File: src/rtl/bist_pkg.sv
// Shared BIST definitions: analyzer FSM encodings, default MISR constants and
// the MISR step function shared by the RTL and any golden-signature generator.
package bist_pkg;

  localparam logic [1:0] ST_IDLE    = 2'd0;
  localparam logic [1:0] ST_ARMED   = 2'd1;
  localparam logic [1:0] ST_COMPACT = 2'd2;
  localparam logic [1:0] ST_DONE    = 2'd3;

  localparam logic [7:0] DEF_POLY = 8'h1D;
  localparam logic [7:0] DEF_SEED = 8'h00;

  // Galois MISR step on a 32-bit container; only the low w bits are meaningful.
  function automatic logic [31:0] misr_step(input logic [31:0] s,
                                            input logic [31:0] d,
                                            input logic [31:0] poly,
                                            input int unsigned w);
    logic [31:0] mask;
    logic        msb;
    mask = (w >= 32) ? 32'hFFFF_FFFF : ((32'd1 << w) - 32'd1);
    msb  = |(s & (32'd1 << (w - 32'd1)));
    return ((s << 1) ^ (msb ? poly : 32'd0) ^ d) & mask;
  endfunction

endpackage

File: src/rtl/bist_misr.sv
// W-bit Galois MISR: load forces SEED, en folds d into the signature; one-cycle update.
// sig_next exposes the value sig will take at the coming edge, with no flow control.
module bist_misr
  import bist_pkg::*;
#(
  parameter int             W    = 8,
  parameter logic [W-1:0]   POLY = W'(DEF_POLY),
  parameter logic [W-1:0]   SEED = W'(DEF_SEED)
) (
  input  logic         clk,
  input  logic         reset,
  input  logic         load,
  input  logic         en,
  input  logic [W-1:0] d,
  output logic [W-1:0] sig,
  output logic [W-1:0] sig_next
);

  logic [W-1:0] step;

  always_comb begin
    step     = W'(misr_step(32'(sig), 32'(d), 32'(POLY), W));
    sig_next = sig;
    if (load) begin
      sig_next = SEED;
    end else if (en) begin
      sig_next = step;
    end
  end

  always_ff @(posedge clk) begin
    if (reset) begin
      sig <= SEED;
    end else begin
      sig <= sig_next;
    end
  end

endmodule

File: src/rtl/bist_sig_analyzer.sv
// BIST response analyzer: MISR-compacts CUT responses while running, then issues a sticky
// pass/fail verdict one cycle after finish; all outputs registered, no backpressure.
module bist_sig_analyzer
  import bist_pkg::*;
#(
  parameter int           W    = 8,
  parameter logic [W-1:0] POLY = W'(DEF_POLY),
  parameter logic [W-1:0] SEED = W'(DEF_SEED),
  parameter int           CW   = 4
) (
  input  logic          clk,
  input  logic          reset,
  input  logic          init,
  input  logic          running,
  input  logic          finish,
  input  logic [W-1:0]  cut_resp,
  input  logic [W-1:0]  golden_sig,
  input  logic [CW-1:0] golden_cnt,
  output logic [W-1:0]  sig,
  output logic [CW-1:0] resp_cnt,
  output logic          done,
  output logic          pass,
  output logic          fail,
  output logic          err
);

  logic [1:0]    state;
  logic          active;
  logic          compact;
  logic          fin;
  logic          cnt_sat;
  logic [CW-1:0] cnt_next;
  logic          err_next;
  logic          err_verdict;
  logic          pass_verdict;
  logic [W-1:0]  sig_next;

  bist_misr #(
    .W    (W),
    .POLY (POLY),
    .SEED (SEED)
  ) u_misr (
    .clk      (clk),
    .reset    (reset),
    .load     (init),
    .en       (compact),
    .d        (cut_resp),
    .sig      (sig),
    .sig_next (sig_next)
  );

  // init outranks running/finish; the compare sees this cycle's compaction already applied
  always_comb begin
    active       = (state == ST_ARMED) || (state == ST_COMPACT);
    compact      = active && running && !init;
    fin          = active && finish && !init;
    cnt_sat      = (resp_cnt == {CW{1'b1}});
    cnt_next     = (compact && !cnt_sat) ? resp_cnt + CW'(1) : resp_cnt;
    err_next     = err || (compact && cnt_sat);
    err_verdict  = err_next || (cnt_next == '0);
    pass_verdict = (sig_next == golden_sig) && (cnt_next == golden_cnt) && !err_verdict;
  end

  always_ff @(posedge clk) begin
    if (reset) begin
      state    <= ST_IDLE;
      resp_cnt <= '0;
      done     <= 1'b0;
      pass     <= 1'b0;
      fail     <= 1'b0;
      err      <= 1'b0;
    end else if (init) begin
      state    <= ST_ARMED;
      resp_cnt <= '0;
      done     <= 1'b0;
      pass     <= 1'b0;
      fail     <= 1'b0;
      err      <= 1'b0;
    end else if (active) begin
      resp_cnt <= cnt_next;
      err      <= err_next;
      if (fin) begin
        state <= ST_DONE;
        done  <= 1'b1;
        pass  <= pass_verdict;
        fail  <= !pass_verdict;
        err   <= err_verdict;
      end else if (compact) begin
        state <= ST_COMPACT;
      end
    end
  end

endmodule
File: config.mk
export PLATFORM = sky130hd
export DESIGN_NAME = bist_sig_analyzer
export DESIGN_NICKNAME = d
export VERILOG_FILES = /design/src/rtl/bist_pkg.sv /design/src/rtl/bist_misr.sv /design/src/rtl/bist_sig_analyzer.sv
export SDC_FILE = /design/constraint.sdc
export NUM_CORES = 1
export LEC_CHECK = 0
export CORE_ASPECT_RATIO = 1.1
export CORE_UTILIZATION = 30
export DETAILED_ROUTE_END_ITERATION = 6
export GPL_TIMING_DRIVEN = 0
export PLACE_DENSITY = 0.54
export SLEW_MARGIN = 5
export SYNTH_ARGS = -nofsm -noshare
export SYNTH_HDL_FRONTEND = slang
export SYNTH_HIERARCHICAL = 1
export SYNTH_SLANG_ARGS = --single-unit
File: constraint.sdc
create_clock -name clk -period 4.8 [get_ports clk]
set_clock_uncertainty 0.05 [all_clocks]
set_input_delay 0.96 -clock clk [delete_from_list [all_inputs] [get_ports clk]]
set_output_delay 0.96 -clock clk [all_outputs]
set_load 0.03 [all_outputs]
== Word-level counts from Yosys, hierarchy flattened ==
Cells that the tools add are included.
Storage, ports and cells
  word-level logic and storage cells: 48
  flip-flop bits (word level): 18
  bits of input ports: 25
Operators by class
  bitwise operators: 2
  multiplexer cells: 9
  equal/unequal tests: 5
  reductions and logical operators: 23
  $add $sub $neg: 1
Operator list (number)
  two-way mux 8 bit: 2
  XOR 8 bit: 2
  == test 8 bit: 1
  logical AND 1 bit: 8
  AND reduction 2 bit: 3
  two-way mux 5 bit: 1
  adder 4 x 1 -> 4 bit (second input constant): 1
  == test 4 bit: 1
  == test 4 bit (second input constant): 1
  logical NOT 1 bit: 4
  logical NOT 4 bit: 1
  two-way mux 2 bit: 2
  two-way mux 4 bit: 1
  nonzero test 2 bit: 2
  logical OR 1 bit: 3
  two-way mux 1 bit: 3
  nonzero test 3 bit: 1
  == test 2 x 1 -> 1 bit (second input constant): 1
  == test 2 bit (second input constant): 1
  OR reduction 2 bit: 1

== Depth between registers and ports, before layout ==
  depth in word-level cells: 11
  depth in mapped cells: 11
  gate-level depth less buffers: 10

== By module ==
Netlist, hierarchy kept.
Modules (own cells, without submodules)
  bist_sig_analyzer: cells each 109, area an instance 837.1 um2, times used 1
  bist_misr: cells each 44, area an instance 442.9 um2, times used 1

== Worst setup path before layout ==
No wires, ideal clock.
  path type: input port to flip-flop
  start point: input init
  end point: register fail
  buffers on the path: 1
  arrival time: 3.229 ns
  setup time: 0.127 ns
  setup slack: 1.394 ns
  stages on the path: 11
  path through: nand2b_1 -> nor2_1 -> buf_6 -> mux2i_1 -> nor2_1 -> xor2_1 -> or4_1 -> nor4_1 -> o2111ai_1 -> nor4_1 -> a21oi_1
On the way
  elaborated cells on any way between the ends: 19
RTL lines
  from (decl): RTL line bist_sig_analyzer.sv:13  | input logic init,
  logical NOT 1 bit: RTL line bist_sig_analyzer.sv:55  | compact = active && running && !init;
  logical AND 1 bit: RTL line bist_sig_analyzer.sv:55
  net compact: RTL line bist_sig_analyzer.sv:29  | logic compact;
  two-way mux 8 bit: RTL line bist_misr.sv:26  | end else if (en) begin
  two-way mux 8 bit: RTL line bist_misr.sv:24  | if (load) begin
  net sig_next[6]: RTL line bist_sig_analyzer.sv:36  | logic [W-1:0] sig_next;
  == test 8 bit: RTL line bist_sig_analyzer.sv:61  | pass_verdict = (sig_next == golden_sig) && (cnt_next == golden_cnt) && !err_verdict;
  logical AND 1 bit (2 in a row): RTL line bist_sig_analyzer.sv:61
  logical NOT 1 bit: RTL line bist_sig_analyzer.sv:86  | fail <= !pass_verdict;
  to (signal assigned): RTL line bist_sig_analyzer.sv:86
  to (decl): RTL line bist_sig_analyzer.sv:23  | output logic fail,
The timed path passes the listed nets, and every way through them passes these cells.
A chain may end at the register's enable or synchronous reset.

== Worst setup path after layout ==
Same ends and word-level chain as after synthesis.

==> results.txt <==
----------------------------------------------------
[Status]
  Run status ... finished clean

[Logic synthesis]
  Syn_area_per_cell ... 8.37 sq um
  Syn_nets ... 179
  Proportion of synthesized chip area in sequential cells ... 28.2%
  Number of distinct library cells after synthesis ... 40
  Synth warnings ... 6
  Mapped Area ... approximately 1300 sq um
  Post-Syn Instances ... 153
  Flops & latches, synth ... 18

[Placement]
  Placer Congestion ... around 0.91
  Placed standard-cell area ... approximately 1700 sq um
  Minimum setup slack after placement ... between 0.3 and 0.4 ns
  Detailed-placement wirelength estimate ... 2610 um
  Port buffer count ... 40

[Final layout]
  Number of antenna cells inserted ... 0
  Design Area, Final ... 1800 sq um
  Fraction of final layout cells sized beyond drive strength 1 ... under 10%
  Area growth from synthesis to layout ... 40.7%
  Register area ... around 360 sq um
  Nets ... roughly 220
  Area of the multi-input gates ... just under 900 sq um
  Total of fill cells in the finished design ... ~440

[Timing]
  Fmax ... 238 MHz
  Slew headroom ... between 60% and 70%
  Worst hold slack after final layout ... approximately 0.43 ns
  Final sum of negative setup slack ... 0 ns
  Worst-margin pin slew ... between 0.5 and 0.6 ns
  Final-report hold violation count ... 0
  Number of setup violations in the final report ... 0
  Slack of the critical path ... 0.596 ns
  Final Critical Period ... around 4.2 ns
  Setup repair after global routing missed its margin ... no
  Max Slew Vio Count ... 0
  Crit share post-route ... between 80 and 90%

[Global routing]
  GRT Residual Overflow ... 0
  Met2 global-route usage ... 23.0%
  Total routing resource utilization after global routing ... 15.2%
  Vias in the first global route ... 1138
  Global-route track usage on met1 ... about 22%
  Global routing usage on met3 ... roughly 1.8%
  Busiest layer in global routing ... met2
  First-pass GRT wire length ... between 5000 and 6000 um
  Pin count of the biggest net entering global routing ... 11
  Antenna violations before repair ... 0

[Clock network]
  Number of buffers added by the clock tree synthesis step ... 3
  Clock Tree Buf Depth ... 2
  H-tree Lvls ... 1
  Latest clock arrival within the worst-skew pair ... 0.26 ns
  Cell at the root of the clock tree ... clkbuf_8
  Clock tree from TritonCTS ... built
  Post-cts resize count ... 0
  Worst-path clk slew ... around 0.080 ns
  Number of hold buffers added after CTS ... 0
  Post-CTS setup-driven buffer insertion count ... 0
  TritonCTS sink count ... 18

[Floorplanning]
  Floorplan die height ... approximately 70 um
  Top-level port count ... 41
  Area of the die ... 4530 sq um
  Number of placement rows ... 24
  Horizontal die dimension ... 64.3 um
  Core ar. ... roughly 4000 sq um
  Starting density of the core ... 31.8%

[Setup path]
  Slowest-stage cell, CP ... clkdlybuf4s50_1
  Worst setup SP type ... primary input
  Data arrival, critical path ... roughly 4.3 ns
  Critical path buffer and inverter count ... 2
  Class of the most critical setup path ... in -> reg
  Category of the worst setup path capture point ... flip-flop
  Crit path required time ... just under 5 ns
  Longest individual stage delay on the worst path ... 0.51 ns
  Largest fanout on the critical path ... 8
  Worst path cell trace ... clkdlybuf4s50_1 > nand2b_1 > nor2_1 > buf_6 > mux2i_1 > nor2_1 > xor2_1 > or4_1 > nor4_1 > o2111ai_1 > nor4_1 > a21oi_1
  Cell type group with the largest total delay on the critical path ... simple AND/OR/NAND/NOR gates

[Pwr]
  Max IR drop VDD ... 0.0886 mV
  Power density relative to cell area ... approximately 200 nW/um^2
  Leakage ... between 0.6 and 0.7 nW

[Run]
  Maximum capacitance violations ... 0

[Route]
  DRC violations left ... 0
  Iteration-0 DRC count of the detailed router ... just under 50
  Post-route ant nets ... 0
  Detail-routed net length per standard cell ... about 14 um
  Drt total wl ... around 3400 um
  Vias after detailed routing ... ~1300
  Number of vias per cell ... ~5
  Router iterations before antenna repair ... 4

[Worst hold path]
  Class of the tightest hold or removal check ... reg -> reg

----------------------------------------------------
-- metal layers --
| layer | vias up | routed length, um |
|---|---|---|
| li1 | 628 | - |
| met1 | 576 | 1560 |
| met2 | 47 | 1580 |
| met3 | 6 | 183 |
| met4 | 0 | 44 |
| met5 | - | 0 |
-- Yosys cell counts, drive strengths merged --
cell type	number	area [sq um]
nor4	4	25.0
nand4	3	18.8
clkbuf	2	8.75
nand2	4	15.0
or2	2	12.5
ha	1	12.5
nand3	5	30.0
o32ai	1	8.76
o2111ai	1	8.76
o21ai	5	25.0
nand2b	5	31.3
buf	4	28.8
nor3	4	25.0
o211ai	1	7.51
and3	2	12.5
a211oi	1	7.51
nor2	34	128
dfxtp	18	360
a32o	2	21.3
nand4b	2	23.8
a21o	1	7.51
o311a	1	10.0
or4	1	7.51
a21oi	10	50.1
xnor2	9	78.8
o211a	1	10.0
mux2i	10	100
inv	3	11.3
xor3	3	71.3
xor2	11	104
nor3b	1	12.5
nor2b	1	6.26
-- sequential cells by signal, summed over array words and instances (netlist names) --
name	count
done	1
state	2
resp_cnt	4
pass	1
u_misr/sig	8
err	1
fail	1
-- cell type report --
type                            count  area share, %
Tap cell                           52           3.61
Multi-Input combinational cell    126           48.4
Clock buffer                        4           3.06
Buffer                              6           2.08
Inverter                            3          0.625
Timing Repair Buffer               40           22.2
Sequential cell                    18           20.0
-- per-stage QoR --
stage	total power, mW	utilization [%]	std cells
finish	0.361	44.7	249
global route	0.375	44.7	249
CTS	0.369	44.7	249
detailed placement	0.234	43.4	245
global placement	0.233	43.4	245
floorplan	0.199	-	153
-- logic make-up after synthesis --
| family | synth area share, % |
|---|---|
| AND/OR/NAND/NOR | 27.2 |
| AO/OA/AOI/OAI | 12.2 |
| XOR/XNOR | 19.8 |
| flip-flops | 28.2 |
| multiplexers | 7.82 |
| buffers and inverters | 3.81 |
| adder cells (fa/ha/maj) | 0.977 |
-- worst reg2reg max path: cells and delay by family, from the launching register on --
family / cells / cell delay (ns)
compound gates: 2 / 0.28
flops: 1 / 0.44
simple gates: 5 / 1.67
xor+xnor: 2 / 0.34
mux: 1 / 0.24
buf+inv: 1 / 0.24
-- final timing paths --
path | cells after the start | start | slack [ns] | to
setup / recovery | 12 | init | 0.60 | fail$_SDFFE_PP0P_
hold / removal | 2 | done$_SDFFE_PP0P_ | 0.43 | done$_SDFFE_PP0P_
setup reg to reg | 11 | state[1]$_SDFFE_PP0P_ | 1.41 | fail$_SDFFE_PP0P_
hold reg to reg | 2 | done$_SDFFE_PP0P_ | 0.43 | done$_SDFFE_PP0P_
-- cells in the final DEF, fill, tap and decap left out, drive strengths merged --
master,n
a32o,2
o211a,1
clkdlybuf4s50,40
nand2b,5
buf,4
a21o,1
nor4,4
clkbuf,6
and3,2
a211oi,1
o21ai,5
o32ai,1
o311a,1
xnor2,9
xor2,11
nor2b,1
nand4b,2
o2111ai,1
nor3b,1
nor2,34
nand3,5
dfxtp,18
or4,1
nand2,4
inv,3
a21oi,10
o211ai,1
or2,2
nor3,4
mux2i,10
nand4,3
ha,1
xor3,3
-- power by group --
| part | internal (mW) | switching, mW |
|---|---|---|
| logic | 0.0400 | 0.0357 |
| registers | 0.152 | 0.00306 |
| clock network | 0.0730 | 0.0574 |
Power figures use the tool's default switching activity.
